`src/rtl/r5p_mouse_tcb_dec.sv`:
```
// r5p_mouse_tcb_dec: routes one TCB manager to SUB_N subordinates and returns responses DLY cycles after each transfer.
// Optional error log ports and logic are included when R5P_TCB_DEC_ERRLOG_EN is defined.
module r5p_mouse_tcb_dec #(
    parameter int unsigned              SUB_N   = 3,
    parameter int unsigned              DLY     = 1,
    parameter logic [SUB_N-1:0][31:0]   ADR_BAS = {32'h2000_0000, 32'h0000_0000, 32'h1000_0000},
    parameter logic [SUB_N-1:0][31:0]   ADR_MSK = {32'hFFFF_F000, 32'hFFFF_0000, 32'hFFFF_FF80},
    parameter int unsigned              TMO     = 16
) (
    input  logic                        clk,
    input  logic                        rst,
    input  logic                        man_vld,
    input  logic                        man_wen,
    input  logic [31:0]                 man_adr,
    input  logic [3:0]                  man_ben,
    input  logic [31:0]                 man_wdt,
    output logic [31:0]                 man_rdt,
    output logic                        man_err,
    output logic                        man_rdy,
    output logic [SUB_N-1:0]            sub_vld,
    output logic [SUB_N-1:0]            sub_wen,
    output logic [SUB_N-1:0][31:0]      sub_adr,
    output logic [SUB_N-1:0][3:0]       sub_ben,
    output logic [SUB_N-1:0][31:0]      sub_wdt,
    input  logic [SUB_N-1:0][31:0]      sub_rdt,
    input  logic [SUB_N-1:0]            sub_err,
    input  logic [SUB_N-1:0]            sub_rdy
`ifdef R5P_TCB_DEC_ERRLOG_EN
    ,
    output logic                        err_vld,
    output logic [31:0]                 err_adr,
    output logic [1:0]                  err_typ,
    input  logic                        err_clr
`endif
);

    localparam int unsigned IW = (SUB_N > 1) ? $clog2(SUB_N) : 1;

    typedef struct packed {
        logic          act;
        logic          loc_err;
`ifdef R5P_TCB_DEC_ERRLOG_EN
        logic          tmo;
        logic [31:0]   adr;
`endif
        logic [IW-1:0] idx;
    } stage_t;

    logic               w_hit;
    logic [IW-1:0]      w_idx;
    logic [SUB_N-1:0]   w_sel;
    logic               w_stall;
    logic               w_abort;
    logic               w_trn;
    logic [7:0]         r_cnt;
    stage_t             w_stg_in;
    stage_t             w_out;
    stage_t             r_pipe [DLY];

    // Lowest matching index wins: scan downwards so the last assignment is the smallest hit.
    // NOTE: every always_comb output gets a default first so no path can infer a latch.
    always_comb begin
        w_hit = 1'b0;
        w_idx = '0;
        w_sel = '0;
        for (int i = SUB_N - 1; i >= 0; i--) begin
            if ((man_adr & ADR_MSK[i]) == ADR_BAS[i]) begin
                w_hit = 1'b1;
                w_idx = IW'(i);
            end
        end
        if (w_hit) w_sel[w_idx] = 1'b1;
    end

    assign w_stall = man_vld & w_hit & ~sub_rdy[w_idx];
    assign w_abort = w_stall & (r_cnt == 8'(TMO - 1));
    assign man_rdy = ~w_hit | sub_rdy[w_idx] | w_abort;
    assign w_trn   = man_vld & man_rdy;
    assign sub_vld = {SUB_N{man_vld & ~w_abort}} & w_sel;

    always_comb begin
        for (int i = 0; i < SUB_N; i++) begin
            sub_wen[i] = man_wen;
            sub_adr[i] = man_adr;
            sub_ben[i] = man_ben;
            sub_wdt[i] = man_wdt;
        end
    end

    // NOTE: sequential state uses non-blocking assignments so every flop samples pre-edge values.
    always_ff @(posedge clk or posedge rst) begin
        if (rst) begin
            r_cnt <= '0;
        end else if (w_trn || !man_vld) begin
            r_cnt <= '0;
        end else if (w_stall) begin
            r_cnt <= r_cnt + 8'd1;
        end
    end

    always_comb begin
        w_stg_in         = '0;
        w_stg_in.act     = w_trn;
        w_stg_in.loc_err = ~w_hit | w_abort;
        w_stg_in.idx     = w_idx;
`ifdef R5P_TCB_DEC_ERRLOG_EN
        w_stg_in.tmo     = w_abort;
        w_stg_in.adr     = man_adr;
`endif
    end

    // NOTE: the pipeline is only DLY entries, so it is reset in full; reset discards pending responses.
    always_ff @(posedge clk or posedge rst) begin
        if (rst) begin
            for (int s = 0; s < DLY; s++) r_pipe[s] <= '0;
        end else begin
            r_pipe[0] <= w_stg_in;
            for (int s = 1; s < DLY; s++) r_pipe[s] <= r_pipe[s-1];
        end
    end

    assign w_out = r_pipe[DLY-1];

    always_comb begin
        man_rdt = '0;
        man_err = 1'b0;
        if (w_out.act) begin
            if (w_out.loc_err) begin
                man_err = 1'b1;
            end else begin
                man_rdt = sub_rdt[w_out.idx];
                man_err = sub_err[w_out.idx];
            end
        end
    end

`ifdef R5P_TCB_DEC_ERRLOG_EN
    logic        w_err_evt;
    logic [1:0]  w_err_typ;
    logic        r_err_vld;
    logic [31:0] r_err_adr;
    logic [1:0]  r_err_typ;

    assign w_err_evt = w_out.act & (w_out.loc_err | sub_err[w_out.idx]);
    assign w_err_typ = !w_out.loc_err ? 2'b11 : (w_out.tmo ? 2'b10 : 2'b01);

    // A clear coinciding with a new error lets the new error in rather than dropping it.
    always_ff @(posedge clk or posedge rst) begin
        if (rst) begin
            r_err_vld <= 1'b0;
            r_err_adr <= '0;
            r_err_typ <= '0;
        end else if (w_err_evt && (!r_err_vld || err_clr)) begin
            r_err_vld <= 1'b1;
            r_err_adr <= w_out.adr;
            r_err_typ <= w_err_typ;
        end else if (err_clr) begin
            r_err_vld <= 1'b0;
        end
    end

    assign err_vld = r_err_vld;
    assign err_adr = r_err_adr;
    assign err_typ = r_err_typ;
`endif

endmodule

```
`config.mk`:
```
export PLATFORM = sky130hd
export DESIGN_NAME = r5p_mouse_tcb_dec
export DESIGN_NICKNAME = d
export VERILOG_FILES = /design/src/rtl/r5p_mouse_tcb_dec.sv
export SDC_FILE = /design/constraint.sdc
export NUM_CORES = 1
export LEC_CHECK = 0
export CORE_AREA = 2 2 162 164
export DETAILED_ROUTE_END_ITERATION = 10
export DIE_AREA = 0 0 164 166
export GPL_ROUTABILITY_DRIVEN = 0
export REMOVE_ABC_BUFFERS = 1
export SYNTH_ARGS = -nofsm -noshare
export SYNTH_HDL_FRONTEND = slang
export SYNTH_SLANG_ARGS = --single-unit
```
`constraint.sdc`:
```
create_clock -name clk -period 2 [get_ports clk]
set_input_delay 0.2 -clock clk [delete_from_list [all_inputs] [get_ports clk]]
set_output_delay 0.2 -clock clk [all_outputs]
set_load 0.02 [all_outputs]
```
==> impl_results.md <==
* Netlist cell types at 35
* Post-Synth XOR/XNOR Area at 0.0163
* TritonCTS clock tree: built
* P&R area growth vs syn at 59.2%
* Routed wire length at 20,300 um
* Max Freq at 478 MHz
* Seq/Total Area, Yosys at 0.0931
* Slew Limit Fails at 0
* Layout cell share with drive strength beyond 1 at 0.221
* Adder-Cell Fraction of Synth Area at 0.00388
* Top_reg_cell synth: dfrtp_1
* DRT antenna net count at 0
* Crit end category: output port
* Leak at 2.05 nW
* Fin cells at 862
* FFs w/ async S/R, synth at 1.00
* Maximum vdd drop at 236 uV
* Largest family of logic cells by synthesized area: buffers and inverters
* Slew @ Worst Pin at about 460 ps
* FP Rows at 59
* Worst setup path end: sub_vld[2]
* Worst min path class: input port to asynchronous set/reset pin
* Failing checks: negative setup slack
* Reg2reg end: r_pipe[3]
* Setup slack, reg-to-reg at 210 ps
* Chip width at roughly 160 um
* Nets at 702
* Placed Cells at 848
* # IOs at between 400 and 500
* CTS root buffer: clkbuf_16
* Setup Crit Path Kind: flip-flop to output port
* Synthesis-stage register bit count at 12
* Power per cell area at ~260 mW/mm2
* Worst r2r path cells at 6
* PortBufs at about 240
* Drt first-iter violations at 131
* Initial antenna violation count at 1
* Core area at about 0.026 mm2
* Compound-gate portion of the synthesized area at 0.102
* Max cap viols at 0
* Vias per cell at 3.70
* Power Total at 1.34 mW
* Number of global-route vias before repair at 3,231
* Post-synth EDFFs at 0
* Post-synth top area cell: buf_4
* Simple-gate share of the synthesized area at 0.168
* Post-synthesis mux area share at 0.106
* Synth top area cells: buf_4 48%, mux2i_1 11%, dfrtp_1 9.3%, nor2_1 8.5%, a21oi_1 5.3%
* Routed len/inst at between 20 and 25 um
* CTS Buffer Depth at 2
* Starting density of the core at 0.126
* Yosys Warn Count at 0
* CP arrival at ~1900 ps
* Finish-stage setup viols at 3
* Die height at 166 um
* Post-Synthesis Cells at 440
* Router iterations before antenna repair at 5
* Worst path required time at 1800 ps
* Run status: finished, violations left
* Gr usage total at 0.138
* DRC Markers at 0
* Netlist Area Pre-Place at between 0.003 and 0.004 mm2
* RSZ-0062 raised after global routing: yes
* First-pass GRT wire length at approximately 26,000 um
* Clock sinks at 12
* Die ar. at 0.0272 mm2
* Largest net degree at the start of global routing at 34
* Relative max-transition margin at 0.690
* Synthesized area per cell at 7.33 um2
* Setup WS post-layout at -91.0 ps
* Crit share post-route at 1.05
* Clk_lat worst skew at 240 ps
* DPL Wire Length at 17,200 um
* Cts bufs inserted at 3
* CP startpoint kind: flip-flop
* Fin Clk Skew at around 2.3 ps
* GR Overflow Total at 0
* Max H-tree Level at 1
* Crit path launch: r_cnt[4]
* Critical Path Fanout Max at 3
* Post-synth top area share at 0.482
* Worst flop-to-flop path startpoint: r_cnt[0]
* Fin crit period at around 2100 ps
* Final Hold Viols at 0
* Clock transition at path regs at 40 ps
* Routed via count at 3,193
-- Yosys cell counts (2+ instances only) --
cell type and instances:
mux2i_1 34, buf_4 207, clkbuf_1 12, nand2b_1 2
inv_1 5, a21oi_1 34, nand2_1 7, nor3_1 7
nor4_4 4, nand3_1 3, o21ai_0 2, and2_1 2
nor2_1 73, or4_1 2, a211oi_2 7, xor2_1 2
dfrtp_1 12, a211o_1 2, xnor2_1 4, buf_2 4
-- metrics by stage --
stage / utilization / worst slack [ps] / setup TNS (ps) / instance area, um2 / hold WS, ps
floorplan: - / -903 / -30110 / 1600 / 64.7
global placement: 0.192 / -736 / -5770 / 4920 / 400
detailed placement: 0.192 / -732 / -5940 / 4920 / 400
CTS: 0.196 / -148 / -320 / 5010 / 314
global route: 0.200 / -136 / -380 / 5130 / 352
finish: 0.200 / -91.0 / -204 / 5130 / 283
-- placed cells by master, fill, tap and decap left out, drive strengths merged, types with 2 or more instances in the layout --
cell type / synthesis / final
clkdlybuf4s50: 0 / 186
nor2: 73 / 73
buf: 212 / 67
a21oi: 34 / 34
mux2i: 34 / 34
dlygate4sd2: 0 / 29
clkbuf: 12 / 18
dfrtp: 12 / 12
clkdlybuf4s15: 0 / 8
a211oi: 7 / 7
nand2: 7 / 7
nor3: 7 / 7
nor4: 5 / 5
inv: 5 / 5
xnor2: 4 / 4
nand3: 3 / 3
or4: 2 / 2
xor2: 2 / 2
o21ai: 2 / 2
a211o: 2 / 2
dlymetal6s2s: 0 / 2
nand2b: 2 / 2
nand4: 2 / 2
and2: 2 / 2
-- cells by family (layout without fill, tap and decap cells) --
logic type	after synthesis	after routing
XOR/XNOR	6	6
adder cells (fa/ha/maj)	1	1
flip-flops	12	12
other	0	1
AO/OA/AOI/OAI	50	50
AND/OR/NAND/NOR	108	108
multiplexers	34	34
buffers and inverters	229	315
-- layer usage --
metal,GRT usage,vias up,part of all wire
li1,-,1406,-
met1,0.113,1380,0.29
met2,0.229,386,0.46
met3,0.139,17,0.23
met4,0.0256,4,0.017
met5,0.0673,-,0.0088
-- cell type report --
type / instances / area [um2]
antenna: 1 / 2.50
tap: 335 / 419
clock buffer: 4 / 88.8
timing repair buffer: 306 / 2930
sequential: 12 / 302
fill: 2859 / 20500
inverter: 5 / 18.8
multi-input combinational: 199 / 1380
-- worst min path at each step --
stage / start / end / slack (ps) / depth (start not counted)
floorplan: rst / r_cnt[0] / 60 / 1
global placement: man_ben[0] / sub_ben[8] / 400 / 0
detailed placement: man_ben[0] / sub_ben[8] / 400 / 0
CTS: rst / r_cnt[3] / 310 / 2
global route: rst / r_cnt[3] / 350 / 2
finish: rst / r_cnt[3] / 280 / 2
-- repair_timing --
item / 4_1_cts / 5_1_grt
cloned: 0 / 2
buffers inserted: 4 / 4
pin swaps: 11 / 7
setup endpoints to repair: 46 / 12
gates resized for setup: 81 / 45
hold buffers: 0 / 0
-- where the power goes --
group | internal, mW | switching (mW) | leakage, nW
Sequential | 0.245 | 0.000909 | 0.159
Clock | 0.302 | 0.108 | 0.0442
Combinational | 0.413 | 0.269 | 1.84
Total | 0.959 | 0.378 | 2.05
-- registers in the layout, indices dropped and copies added, names as in the netlist --
name    cells
r_cnt       8
r_pipe      4
-- worst max-delay path, stage by stage (launching register included) --
cell	delay [ps]
dfrtp_1	370
or2_4	270
or4_4	570
nor3_4	160
a2111oi_2	100
buf_4	170
Note: power is estimated with default switching activity, not from simulation.
